[src/rtl/busrq_arbiter.sv]
// Purpose: shares the Z80 bus between the CPU and two DMA requesters through BUSRQ/BUSAK.
// Latency: BUSRQ falls one clkcpu edge after a request is seen in IDLE; gnt rises the edge after BUSAK is sampled low.
// Backpressure: grants are capped at MAX_BURST T-states and always followed by MIN_GAP T-states of CPU ownership.
module busrq_arbiter #(
  parameter int MAX_BURST = 16,
  parameter int MIN_GAP   = 4,
  parameter bit INT_GUARD = 1'b1
) (
  input  logic       clkcpu,
  input  logic       rst_n,
  input  logic       n_rstcpu,
  input  logic       n_int_next,
  input  logic [1:0] req,
  input  logic       n_busak,
  output logic       n_busrq,
  output logic [1:0] gnt,
  output logic       busy
);

  localparam int BW = $clog2(MAX_BURST + 1);
  localparam int GW = $clog2(MIN_GAP + 1);

  typedef enum logic [2:0] {
    ST_IDLE,
    ST_REQ,
    ST_GRANT,
    ST_RELEASE,
    ST_GAP
  } state_t;

  state_t        state, state_nx;
  logic          win, win_nx;
  logic          last, last_nx;
  logic [BW-1:0] bcnt, bcnt_nx;
  logic [GW-1:0] gcnt, gcnt_nx;
  logic          n_busrq_nx;
  logic [1:0]    gnt_nx;
  logic          int_block;

  // A pending INT pulse only blocks the start of a new arbitration, never a running one.
  assign int_block = INT_GUARD && !n_int_next;

  // Next-state and next-output decode; every output is registered from these values.
  always_comb begin
    state_nx   = state;
    win_nx     = win;
    last_nx    = last;
    bcnt_nx    = bcnt;
    gcnt_nx    = gcnt;
    n_busrq_nx = n_busrq;
    gnt_nx     = gnt;
    unique case (state)
      ST_IDLE: begin
        if (|req && !int_block) begin
          state_nx   = ST_REQ;
          n_busrq_nx = 1'b0;
          // Sole requester wins outright; a tie goes to whoever was not granted last.
          if (req == 2'b11) win_nx = ~last;
          else              win_nx = req[1];
        end
      end
      ST_REQ: begin
        if (!req[win]) begin
          // Requester gave up before BUSAK: abandon without touching gnt or last.
          state_nx   = ST_RELEASE;
          n_busrq_nx = 1'b1;
        end else if (!n_busak) begin
          state_nx = ST_GRANT;
          gnt_nx   = win ? 2'b10 : 2'b01;
          last_nx  = win;
          bcnt_nx  = '0;
        end
      end
      ST_GRANT: begin
        bcnt_nx = bcnt + BW'(1);
        // BUSAK rising here is a protocol error; drop the grant just like a normal release.
        if (!req[win] || n_busak || (bcnt == BW'(MAX_BURST - 1))) begin
          state_nx   = ST_RELEASE;
          gnt_nx     = 2'b00;
          n_busrq_nx = 1'b1;
        end
      end
      ST_RELEASE: begin
        if (n_busak) begin
          state_nx = ST_GAP;
          gcnt_nx  = '0;
        end
      end
      ST_GAP: begin
        gcnt_nx = gcnt + GW'(1);
        if (gcnt == GW'(MIN_GAP - 1)) state_nx = ST_IDLE;
      end
      default: begin
        state_nx   = ST_IDLE;
        n_busrq_nx = 1'b1;
        gnt_nx     = 2'b00;
      end
    endcase
  end

  // State and output registers; CPU reset aborts everything synchronously on a clkcpu edge.
  always_ff @(posedge clkcpu or negedge rst_n) begin
    if (!rst_n) begin
      state   <= ST_IDLE;
      win     <= 1'b0;
      last    <= 1'b1;
      bcnt    <= '0;
      gcnt    <= '0;
      n_busrq <= 1'b1;
      gnt     <= 2'b00;
      busy    <= 1'b0;
    end else if (!n_rstcpu) begin
      state   <= ST_IDLE;
      win     <= 1'b0;
      last    <= 1'b1;
      bcnt    <= '0;
      gcnt    <= '0;
      n_busrq <= 1'b1;
      gnt     <= 2'b00;
      busy    <= 1'b0;
    end else begin
      state   <= state_nx;
      win     <= win_nx;
      last    <= last_nx;
      bcnt    <= bcnt_nx;
      gcnt    <= gcnt_nx;
      n_busrq <= n_busrq_nx;
      gnt     <= gnt_nx;
      busy    <= (state_nx != ST_IDLE);
    end
  end

endmodule
[config.mk]
export PLATFORM = sky130hd
export DESIGN_NAME = busrq_arbiter
export DESIGN_NICKNAME = d
export VERILOG_FILES = /design/src/rtl/busrq_arbiter.sv
export SDC_FILE = /design/constraint.sdc
export NUM_CORES = 1
export LEC_CHECK = 0
export CORE_MARGIN = 1
export CORE_UTILIZATION = 40
export CTS_CLUSTER_DIAMETER = 40
export CTS_CLUSTER_SIZE = 30
export DETAILED_ROUTE_END_ITERATION = 8
export PLACE_DENSITY = 0.59
export SLEW_MARGIN = 20
export SYNTH_ARGS = -nofsm -noshare
export SYNTH_HDL_FRONTEND = slang
export SYNTH_SLANG_ARGS = --single-unit
[constraint.sdc]
create_clock -name clkcpu -period 2.1 [get_ports clkcpu]
set_clock_uncertainty 0.1 [all_clocks]
set_input_delay 0.21 -clock clkcpu [delete_from_list [all_inputs] [get_ports clkcpu]]
set_output_delay 0.21 -clock clkcpu [all_outputs]
set_load 0.05 [all_outputs]
==> qor.txt <==
OUTCOME
--------------------------------------------------------------------------------------
Result of the run                                                         finished, final reports clean

LOGIC SYNTHESIS
--------------------------------------------------------------------------------------
Async SR Flop Fraction                                                            100%
Total of flip-flops plus latches after synthesis                                    17
Number of cells produced by synthesis                                              107
Count of different cell masters after synthesis                                     44
Net count of the mapped netlist                                                    118
Count of flip-flops with a built-in enable after synthesis                           0
Mean instance size in the synthesized netlist                               9.61 sq um
Yosys warnings                                                                       0
Commonest register cell after synthesis                                   sky130_fd_sc_hd__dfrtp_1
Mapped Area                                                               0.00103 sq mm
Post-synthesis sequential area ratio                                             41.6%

POWER AND IR DROP
--------------------------------------------------------------------------------------
Leak                                                                          0.509 nW
Worst IR Drop VDD                                                               529 uV
Power Density                                                              897 mW/mm^2

STA
--------------------------------------------------------------------------------------
Crit path time final                                                           1980 ps
Final period utilization                                                         94.1%
Final max-slew violation count                                                       0
Slew @ Worst Pin                                                                535 ps
Setup TNS                                                                         0 ps
RSZ-0062 raised after global routing                                             false
Tightest hold margin                                                            129 ps
Maximum clock frequency                                                      0.506 GHz
Setup Viol. Count Final                                                              0
Total count of hold-check failures in the final report                               0
Slew headroom                                                                    63.6%

ROUTING
--------------------------------------------------------------------------------------
Mean number of vias per cell                                                      5.75
Via count                                                                          869
Routed wire per std cell                                                  15.0 microns
Residual DRC                                                                         0
Number of nets with antenna violations after routing                                 0
First DRT Iteration DRCs                                                            18
Total length of routed wires                                                   2.26 mm
First-pass iteration count of the detailed router                                    4

CELLS AND AREA
--------------------------------------------------------------------------------------
Antenna diode count                                                                  0
Fill count                                                                         234
Most common cell after layout, fill and taps aside                        sky130_fd_sc_hd__dfrtp_1
Final layout net count                                                             133
Area of the multi-input gates                                                561 sq um
Layout area overhead                                                             18.6%
Fraction of final layout cells with drive strength greater than 1                18.2%
Sequential standard cell area                                                428 sq um
Commonest cells after routing, fill and taps aside                        sky130_fd_sc_hd__dfrtp_1, sky130_fd_sc_hd__nand2_1, sky130_fd_sc_hd__clkdlybuf4s50_1

PLACE
--------------------------------------------------------------------------------------
Weighted congestion reported at the end of routability-driven placement          0.777
Estimated wirelength of the detail-placed design                               1.62 mm
Quantity of I/O buffers inserted on ports                                           10

CLOCKING
--------------------------------------------------------------------------------------
Worst-path clk slew                                                             110 ps
Clk Latency, worst-skew pair                                                    290 ps
Deepest level of the CTS H-tree                                                      1
Clock Path Buffers                                                                   2
Cts bufs inserted                                                                    3
Clock Tree Root                                                           sky130_fd_sc_hd__clkbuf_4
TritonCTS clock tree                                                               yes
Setup Buffers After CTS                                                              0
Clock Sink Count                                                                    17
Number of buffers added to fix hold violations after cts                             0

WORST SETUP PATH
--------------------------------------------------------------------------------------
CP Max Fanout                                                                        4
Cell family contributing the most delay on the critical path              simple AND/OR/NAND/NOR gates
Reg-to-Reg Start                                                               bcnt[0]
Worst endpoint required time                                                   2180 ps
CP Buf/Inv Count                                                                     0
Most Frequent Cell on Critical Path                                       sky130_fd_sc_hd__ha_1
Setup slack on the worst flop-to-flop path                                      120 ps
WS Path Type                                                                   reg2reg
End of the worst register-to-register path                                        busy
Endpoint class of the critical path                                          flip-flop
Sort of element at the start of the critical path                            flip-flop
R2R cell count                                                                       6
Longest individual stage delay on the worst path                                430 ps
Standard cell with the maximum stage delay on the critical path           sky130_fd_sc_hd__dfrtp_1
Arr. time, crit path                                                           2060 ps
Ordered list of cells on the worst path                                   ha_1 -> and3_1 -> ha_1 -> a211oi_2 -> o32ai_1 -> or3_1

GRT
--------------------------------------------------------------------------------------
Antenna violations before repair                                                     0
Global-route congestion overflow total                                               0
Global-route wire length before repair                                         3.89 mm
Via count of the first global-routing pass                                         859
Global-route usage over all layers                                               19.1%
Maximum number of pins on one net before global-route repair                        18

WORST HOLD PATH
--------------------------------------------------------------------------------------
Class of the worst hold path                                                  in2async

FLOORPLANNING
--------------------------------------------------------------------------------------
Initial Utilization                                                              41.9%
Number of top-level pins                                                            11
Die span in y                                                             52.7 microns
Area enclosed by the die boundary                                         0.00278 sq mm
Number of placement rows                                                            18
Die W                                                                     52.7 microns
Placeable core area                                                       0.00245 sq mm

FLOW RUN
--------------------------------------------------------------------------------------
Max-cap violations                                                                   0

report_power, final:
part	internal [mW]	switching [mW]	total (mW)	leakage, nW
Sequential	0.380	0.0808	0.461	0.226
Clock	0.0739	0.110	0.184	0.0150
Combinational	0.200	0.248	0.449	0.267
Total	0.654	0.440	1.09	0.509
area by class of cell:
class	instances	share of cell area, %
clock buffer	4	2.15
tap	30	3.08
timing repair buffer	16	11.9
inverter	6	1.85
multi-input combinational	78	45.9
sequential	17	35.1
cells in the mapped netlist (3+ instances only):
| library cell | count | area, sq um |
|---|---|---|
| sky130_fd_sc_hd__nor2_1 | 5 | 18.8 |
| sky130_fd_sc_hd__nand2_1 | 10 | 37.5 |
| sky130_fd_sc_hd__buf_2 | 4 | 20.0 |
| sky130_fd_sc_hd__inv_1 | 5 | 18.8 |
| sky130_fd_sc_hd__dfrtp_1 | 15 | 375 |
| sky130_fd_sc_hd__nand3b_1 | 3 | 22.5 |
| sky130_fd_sc_hd__or3_1 | 3 | 18.8 |
| sky130_fd_sc_hd__o21ai_0 | 4 | 20.0 |
| sky130_fd_sc_hd__ha_1 | 4 | 50.1 |
| sky130_fd_sc_hd__a22oi_1 | 3 | 22.5 |
| sky130_fd_sc_hd__a21oi_1 | 6 | 30.0 |
| sky130_fd_sc_hd__nand3_1 | 3 | 15.0 |
metal layers:
metal	share of wire, %	vias to the layer above	global-route usage, %	wire (microns)
met1	48	421	25.9	1070
met5	0	-	0	0
li1	-	427	-	-
met3	4.6	2	2.90	104
met4	0.84	0	7.46	19
met2	47	19	30.2	1060
timing repair:
| item | CTS | global route |
|---|---|---|
| gates resized for setup | 0 | 2 |
| setup endpoints to repair | 0 | 1 |
| endpoints found under the hold margin | 0 | 0 |
cells by family (layout without fill, tap and decap cells):
| family | count (synthesis) | count (layout) | share of synthesized area, % |
|---|---|---|---|
| DFF | 17 | 17 | 41.6 |
| and+or+nand+nor | 37 | 37 | 21.3 |
| adders and majority gates | 4 | 4 | 4.87 |
| AOI/OAI and AO/OA | 31 | 31 | 21.3 |
| muxes | 4 | 4 | 4.38 |
| buffers and inverters | 12 | 26 | 4.87 |
| xor gates and xnor gates | 2 | 2 | 1.70 |
stage by stage:
step | instances | worst slack, ps | instance area (sq um) | utilization [%] | total power [mW]
floorplan | 107 | 292 | 1030 | - | 0.773
global placement | 147 | 128 | 1180 | 48.2 | 0.907
detailed placement | 147 | 103 | 1180 | 48.2 | 0.908
CTS | 151 | 89.2 | 1210 | 49.3 | 1.09
global route | 151 | 16.1 | 1220 | 49.7 | 1.17
finish | 151 | 125 | 1220 | 49.7 | 1.09
state kept, by name, summed over array words and instances (netlist names):
| signal | count |
|---|---|
| last | 1 |
| state | 3 |
| gcnt | 3 |
| win | 1 |
| n_busrq | 1 |
| gnt | 2 |
| bcnt | 5 |
| busy | 1 |
worst max-delay path by stage:
stage / cells past startpoint / from / end / slack (ps)
floorplan: 6 / bcnt[0] / busy / 290
global placement: 6 / bcnt[0] / busy / 130
detailed placement: 6 / bcnt[0] / busy / 100
CTS: 6 / bcnt[0] / busy / 90
global route: 6 / bcnt[0] / busy / 20
finish: 6 / bcnt[0] / busy / 120
worst register-to-register path: stages (launching register included):
cell,delay [ps]
sky130_fd_sc_hd__dfrtp_1,430
sky130_fd_sc_hd__ha_1,230
sky130_fd_sc_hd__and3_1,180
sky130_fd_sc_hd__ha_1,230
sky130_fd_sc_hd__a211oi_2,220
sky130_fd_sc_hd__o32ai_1,120
sky130_fd_sc_hd__or3_1,360
(Power assumes the default switching activity.)
